### config.mk
export PLATFORM = sky130hd
export DESIGN_NAME = serial_comp_acc_flat
export DESIGN_NICKNAME = d
export VERILOG_FILES = /design/src/rtl/serial_comp_acc_if.sv /design/src/rtl/serial_comp_acc.sv /design/src/flat_wrapper.sv
export SDC_FILE = /design/constraint.sdc
export NUM_CORES = 1
export LEC_CHECK = 0
export ABC_AREA = 1
export ABC_CLOCK_PERIOD_IN_PS = 2900
export CAP_MARGIN = 20
export CORE_AREA = 4 4 41 43
export CTS_CLUSTER_DIAMETER = 200
export DETAILED_ROUTE_END_ITERATION = 7
export DIE_AREA = 0 0 45 47
export HOLD_SLACK_MARGIN = 0.02
export PLACE_DENSITY = 0.77
export SKIP_CTS_REPAIR_TIMING = 1
export SLEW_MARGIN = 25
export SYNTH_ARGS = -nofsm -noshare
export SYNTH_HDL_FRONTEND = slang
export SYNTH_SLANG_ARGS = --single-unit
### constraint.sdc
create_clock -name clk -period 2.9 [get_ports clk]
set_input_delay 0.435 -clock clk [delete_from_list [all_inputs] [get_ports clk]]
set_output_delay 0.435 -clock clk [all_outputs]
set_load 0.02 [all_outputs]
### src/rtl/serial_comp_acc_if.sv
// Bit-pair handshake and word-result bundle for serial_comp_acc.
// master drives the comparator flags; slave is the accumulator.
interface serial_comp_acc_if;
    logic start;
    logic bit_vld;
    logic x_in;
    logic y_in;
    logic z_in;
    logic busy;
    logic done;
    logic lt;
    logic eq;
    logic gt;
    logic err;

    modport master (
        output start, bit_vld, x_in, y_in, z_in,
        input  busy, done, lt, eq, gt, err
    );

    modport slave (
        input  start, bit_vld, x_in, y_in, z_in,
        output busy, done, lt, eq, gt, err
    );
endinterface

### src/rtl/serial_comp_acc.sv
// Serial MSB-first word comparator built from per-bit lt/eq/gt flags.
// Optional one-hot flag checking: define SERIAL_COMP_ONEHOT_CHK_EN.
module serial_comp_acc #(
    parameter int WIDTH = 4
) (
    input logic            clk,
    input logic            rst,
    serial_comp_acc_if.slave bus
);
    localparam int CW = $clog2(WIDTH + 1);

    typedef enum logic [1:0] {IDLE, RUN, DONE} state_t;

    state_t        state;
    state_t        state_nxt;
    logic [CW-1:0] cnt;
    logic          dec_set;
    logic          dec_gt;
    logic          accept;
    logic          last_bit;
    logic          bit_lt;
    logic          bit_gt;
    logic          fin_set;
    logic          fin_gt;
    logic          res_lt;
    logic          res_eq;
    logic          res_gt;
    logic          res_err;
    logic          lt_q;
    logic          eq_q;
    logic          gt_q;
    logic          busy_o;
    logic          done_o;

    // start wins over bit_vld, so a bit presented alongside start is dropped
    assign accept   = (state == RUN) && bus.bit_vld && !bus.start;
    assign last_bit = accept && (cnt == CW'(WIDTH - 1));
    assign bit_lt   = bus.x_in;
    assign bit_gt   = !bus.x_in && bus.z_in;

    always_ff @(posedge clk) begin
        if (rst) state <= IDLE;
        else     state <= state_nxt;
    end

    always_comb begin
        state_nxt = state;
        case (state)
            IDLE:    if (bus.start) state_nxt = RUN;
            RUN: begin
                if (bus.start)     state_nxt = RUN;
                else if (last_bit) state_nxt = DONE;
            end
            DONE:    state_nxt = bus.start ? RUN : IDLE;
            default: state_nxt = IDLE;
        endcase
    end

    always_comb begin
        busy_o = (state == RUN);
        done_o = (state == DONE);
    end

    always_ff @(posedge clk) begin
        if (rst) begin
            cnt     <= '0;
            dec_set <= 1'b0;
            dec_gt  <= 1'b0;
        end else if (bus.start) begin
            cnt     <= '0;
            dec_set <= 1'b0;
            dec_gt  <= 1'b0;
        end else if (accept) begin
            if (cnt != CW'(WIDTH)) cnt <= cnt + 1'b1;
            if (!dec_set && (bit_lt || bit_gt)) begin
                dec_set <= 1'b1;
                dec_gt  <= bit_gt;
            end
        end
    end

    // The last bit is folded in here because its decision is not yet registered
    assign fin_set = dec_set || bit_lt || bit_gt;
    assign fin_gt  = dec_set ? dec_gt : bit_gt;

`ifdef SERIAL_COMP_ONEHOT_CHK_EN
    logic bad_q;
    logic bit_bad;

    assign bit_bad = !$onehot({bus.x_in, bus.y_in, bus.z_in});

    always_ff @(posedge clk) begin
        if (rst || bus.start)      bad_q <= 1'b0;
        else if (accept && bit_bad) bad_q <= 1'b1;
    end

    always_comb begin
        res_err = bad_q || bit_bad;
        res_lt  = !res_err && fin_set && !fin_gt;
        res_gt  = !res_err && fin_set && fin_gt;
        res_eq  = !res_err && !fin_set;
    end

    logic err_q;

    always_ff @(posedge clk) begin
        if (rst)           err_q <= 1'b0;
        else if (last_bit) err_q <= res_err;
    end

    assign bus.err = err_q;
`else
    logic unused_y;

    assign unused_y = bus.y_in;

    always_comb begin
        res_err = 1'b0;
        res_lt  = fin_set && !fin_gt;
        res_gt  = fin_set && fin_gt;
        res_eq  = !fin_set;
    end

    assign bus.err = res_err;
`endif

    always_ff @(posedge clk) begin
        if (rst) begin
            lt_q <= 1'b0;
            eq_q <= 1'b0;
            gt_q <= 1'b0;
        end else if (last_bit) begin
            lt_q <= res_lt;
            eq_q <= res_eq;
            gt_q <= res_gt;
        end
    end

    assign bus.busy = busy_o;
    assign bus.done = done_o;
    assign bus.lt   = lt_q;
    assign bus.eq   = eq_q;
    assign bus.gt   = gt_q;
endmodule

### src/flat_wrapper.sv
// flat-port wrapper written by rule: the top's interface ports become plain ports
module serial_comp_acc_flat 
#(
    parameter int WIDTH = 4
)
  (clk, rst, bus_start, bus_bit_vld, bus_x_in, bus_y_in, bus_z_in, bus_busy, bus_done, bus_lt, bus_eq, bus_gt, bus_err);
  serial_comp_acc_if bus_i ();
  input logic clk;
  input logic rst;
  input wire logic [$bits(bus_i.start)-1:0] bus_start;
  input wire logic [$bits(bus_i.bit_vld)-1:0] bus_bit_vld;
  input wire logic [$bits(bus_i.x_in)-1:0] bus_x_in;
  input wire logic [$bits(bus_i.y_in)-1:0] bus_y_in;
  input wire logic [$bits(bus_i.z_in)-1:0] bus_z_in;
  output wire logic [$bits(bus_i.busy)-1:0] bus_busy;
  output wire logic [$bits(bus_i.done)-1:0] bus_done;
  output wire logic [$bits(bus_i.lt)-1:0] bus_lt;
  output wire logic [$bits(bus_i.eq)-1:0] bus_eq;
  output wire logic [$bits(bus_i.gt)-1:0] bus_gt;
  output wire logic [$bits(bus_i.err)-1:0] bus_err;
  assign bus_i.start = bus_start;
  assign bus_i.bit_vld = bus_bit_vld;
  assign bus_i.x_in = bus_x_in;
  assign bus_i.y_in = bus_y_in;
  assign bus_i.z_in = bus_z_in;
  assign bus_busy = bus_i.busy;
  assign bus_done = bus_i.done;
  assign bus_lt = bus_i.lt;
  assign bus_eq = bus_i.eq;
  assign bus_gt = bus_i.gt;
  assign bus_err = bus_i.err;
  serial_comp_acc #(.WIDTH(WIDTH)) u_core (.clk(clk), .rst(rst), .bus(bus_i));
endmodule
==> impl_summary.md <==
Run status
The flow ran to the end, and the final reports show no timing, DRC or antenna violations.

Clock tree
After clock tree synthesis, the clock-pin slew on the worst setup and hold paths is 70 ps. The tree is rooted in a sky130_fd_sc_hd__clkbuf_4. In this run, CTS created clock tree buffers numbering 3. The clock net in this run drives a total of 10 sinks. The number of buffers between clock root and the deepest sink is 2. CTS built an H-tree with a depth of 1. The clock tree from TritonCTS is done. Clock latency on the worst-skew pair, taken at its later pin, is between 200 and 300 ps.

Die
The floorplan has 13 rows. The overall die area is roughly 2100 um^2. The placeable core region is 1300 um^2. The horizontal extent of the die is approximately 45 um. The initial cell density of the core is 0.441.

The top-level I/O count is 13. The die is 47 um tall.

Worst setup path
Together, buffers and inverters on the worst path number 2. For the worst setup path, the data required time is roughly 2500 ps. The worst setup slack for register-to-register paths is 1740 ps. The critical path goes through inv_1 -> nor2_1 -> clkdlybuf4s50_1.

The path length in cells of the critical path is 3. By startpoint and endpoint, the worst setup path is classified as register to primary output. The worst register-to-register path begins at u_core.cnt[1].

In this run the critical register-to-register path is captured at u_core.bus.eq. The largest individual stage delay along the critical path comes from the cell sky130_fd_sc_hd__clkdlybuf4s50_1. The cell depth of the worst flop-to-flop path is 6. The startpoint type of the worst setup path is a register. In this run the worst path has a maximum fanout of 3. The worst endpoint data arrival time is 1510 ps. The type of destination of the critical path is a primary output. The largest single stage delay on the critical path is 610 ps. The top cell family by delay on the critical path is buffers and inverters.

Global route
The largest net degree at the start of global routing is 7. The wire length of the first global-routing pass is 1800 um. The total overflow left after global routing is 0. The overall track demand over capacity in global routing is 0.120. The via count of the first global-routing pass is 438.

The number of antenna violations at the first check in global routing is 0.

Route
The count of nets left with antenna violations once routing finished came out at 0. The number of DRC violations after detailed routing is 0. After detailed routing, the average wire length per cell comes to roughly 10 um.

The vias after detailed routing is around 500. After detailed routing, the number of vias per cell comes to between 4 and 5. The first-pass iteration count of the detailed router is 4.

The routed design has about 1100 um of wire. For this block, the initial DRC count from the detailed router was 3.

Worst hold path
The worst hold path passes through 2 cells. The path with the worst hold slack has its endpoint at u_core.dec_gt. The worst hold path begins at u_core.dec_gt. The tightest min-delay check is of the register to register type.

Placement
After legalization and detailed placement, the total HPWL measured roughly 880 um. Once placement finished, the instance area stood at 686 um^2. The pre-CTS worst setup slack is between 1000 and 1500 ps.

The number of buffers added on ports is 10. The routability congestion estimate from global placement is 0.751.

Synth
The number of nets in the synthesized netlist is 91. In the post-synthesis netlist, the biggest area contributors are sky130_fd_sc_hd__dfxtp_1, sky130_fd_sc_hd__nor2_1, sky130_fd_sc_hd__inv_1. The number of enable flip-flop cells after synthesis is 0. Of the synthesized area, sequential elements account for 0.349. The number of distinct standard cells referenced by the synthesized netlist is 17. Synthesis inferred 10 register bits. The share of synthesized area in the top cell type comes to 0.349. By count the netlist is led by sky130_fd_sc_hd__nor2_1, sky130_fd_sc_hd__inv_1, sky130_fd_sc_hd__nand2_1. The share of synthesized registers carrying an async set or reset is 0. Among all flip-flop cells after synthesis, the most frequent one is sky130_fd_sc_hd__dfxtp_1. Yosys printed 0 warnings.

The biggest area contributor in the post-synthesis netlist is sky130_fd_sc_hd__dfxtp_1. In the post-synthesis netlist, the cell with the most instances is sky130_fd_sc_hd__nor2_1. The synthesized netlist occupies a cell area of 574 um^2. Counting every instance in the synthesized netlist gives between 80 and 90. Each instance of the synthesized netlist takes up on average 7.09 um^2.

Timing
The number of endpoints with negative hold slack in the final report is 0. The final critical-path setup slack is 954 ps. The setup-violating endpoint count in the final report is 0.

The minimum clock period is 1950 ps. Static timing analysis puts the maximum clock frequency at around 510 MHz. The final max-slew violation count was 0. Setup repair after global routing left no endpoint under its margin. The clock skew is roughly 4.0 ps.

Final hold analysis gives a worst-case slack of 501 ps. The final total negative setup slack is 0 ps. Dividing the final minimum period by the clock period gives 0.671.

Final layout
The area growth from synthesis to layout is 25.7%. The diode insertion count for antenna repair is 0. The final design utilization is 0.555. The finished layout cell area is a little over 700 um^2. The layout net count is approximately 110. The share of layout cells above drive strength 1 is 0.117.

Power
Power spread over the standard cell area amounts to 422 nW/um^2. The worst voltage drop across the vdd grid is 220 uV. The leakage power summed over all cells is approximately 0.00034 uW.

Flow run
The count of maximum capacitance violations is 0.
==> cells in the final DEF (no fill, tap or decap), drive strengths merged <==
cell type and count:
conb 1, nand2 14, o211ai 1, nand3 3, nor2 22, a21oi 2
clkbuf 4, ha 3, o21ai 4, clkdlybuf4s50 10, inv 17, nand4 2
dfxtp 10, nor3 1
==> state kept, by name, indices dropped and copies added (netlist names) <==
signal,count
u_core.cnt,3
u_core.state,2
u_core.bus.eq,1
u_core.bus.gt,1
u_core.bus.lt,1
u_core.dec_gt,1
u_core.dec_set,1
==> final cells by class <==
| cell class | count | area [um^2] |
|---|---|---|
| inverters | 17 | 63.8 |
| well taps | 15 | 18.8 |
| flip-flops and latches | 10 | 200 |
| fillers | 122 | 579 |
| repair buffers | 10 | 100 |
| multi-input cells | 53 | 303 |
| clock buffers | 4 | 36.3 |
==> worst max-delay path by stage <==
stage,slack [ps],start,end
2_1_floorplan,1670,u_core.state[1],bus_done
3_3_place_gp,1210,bus_bit_vld,u_core.bus.eq
3_5_place_dp,1170,bus_bit_vld,u_core.bus.eq
4_1_cts,940,u_core.state[1],bus_done
5_1_grt,880,u_core.state[1],bus_done
6_report,950,u_core.state[1],bus_done
==> stage by stage <==
stage          cells  total power, uW
3_5_place_dp     105              179
3_3_place_gp     105              178
4_1_cts          109              310
6_report         109              305
2_1_floorplan     81              165
5_1_grt          109              322
==> kinds of logic after synthesis <==
| kind of cell | after synthesis | share of synthesized area |
|---|---|---|
| other | 1 | 0.00653 |
| AOI/OAI and AO/OA | 7 | 0.0654 |
| adders and majority gates | 3 | 0.0654 |
| and+or+nand+nor | 42 | 0.390 |
| buffers and inverters | 18 | 0.124 |
| DFF | 10 | 0.349 |
==> worst min-delay path, delay by kind of cell, from the launching register on <==
kind	cells	cell delay [ps]
simple gates	2	140
flops	1	320
==> power breakdown <==
part / internal [uW] / switching, uW
clock: 76.3 / 52.5
combinational: 14.2 / 21.1
sequential: 139 / 1.60
==> metal layers <==
layer / vias to the layer above / part of all wire / track usage
li1: 268 / - / -
met1: 221 / 0.45 / 0.131
met2: 10 / 0.46 / 0.203
met3: 2 / 0.083 / 0.0613
met4: 0 / 0.0073 / 0.0351
met5: - / 0 / 0
Power figures use the tool's default switching activity.
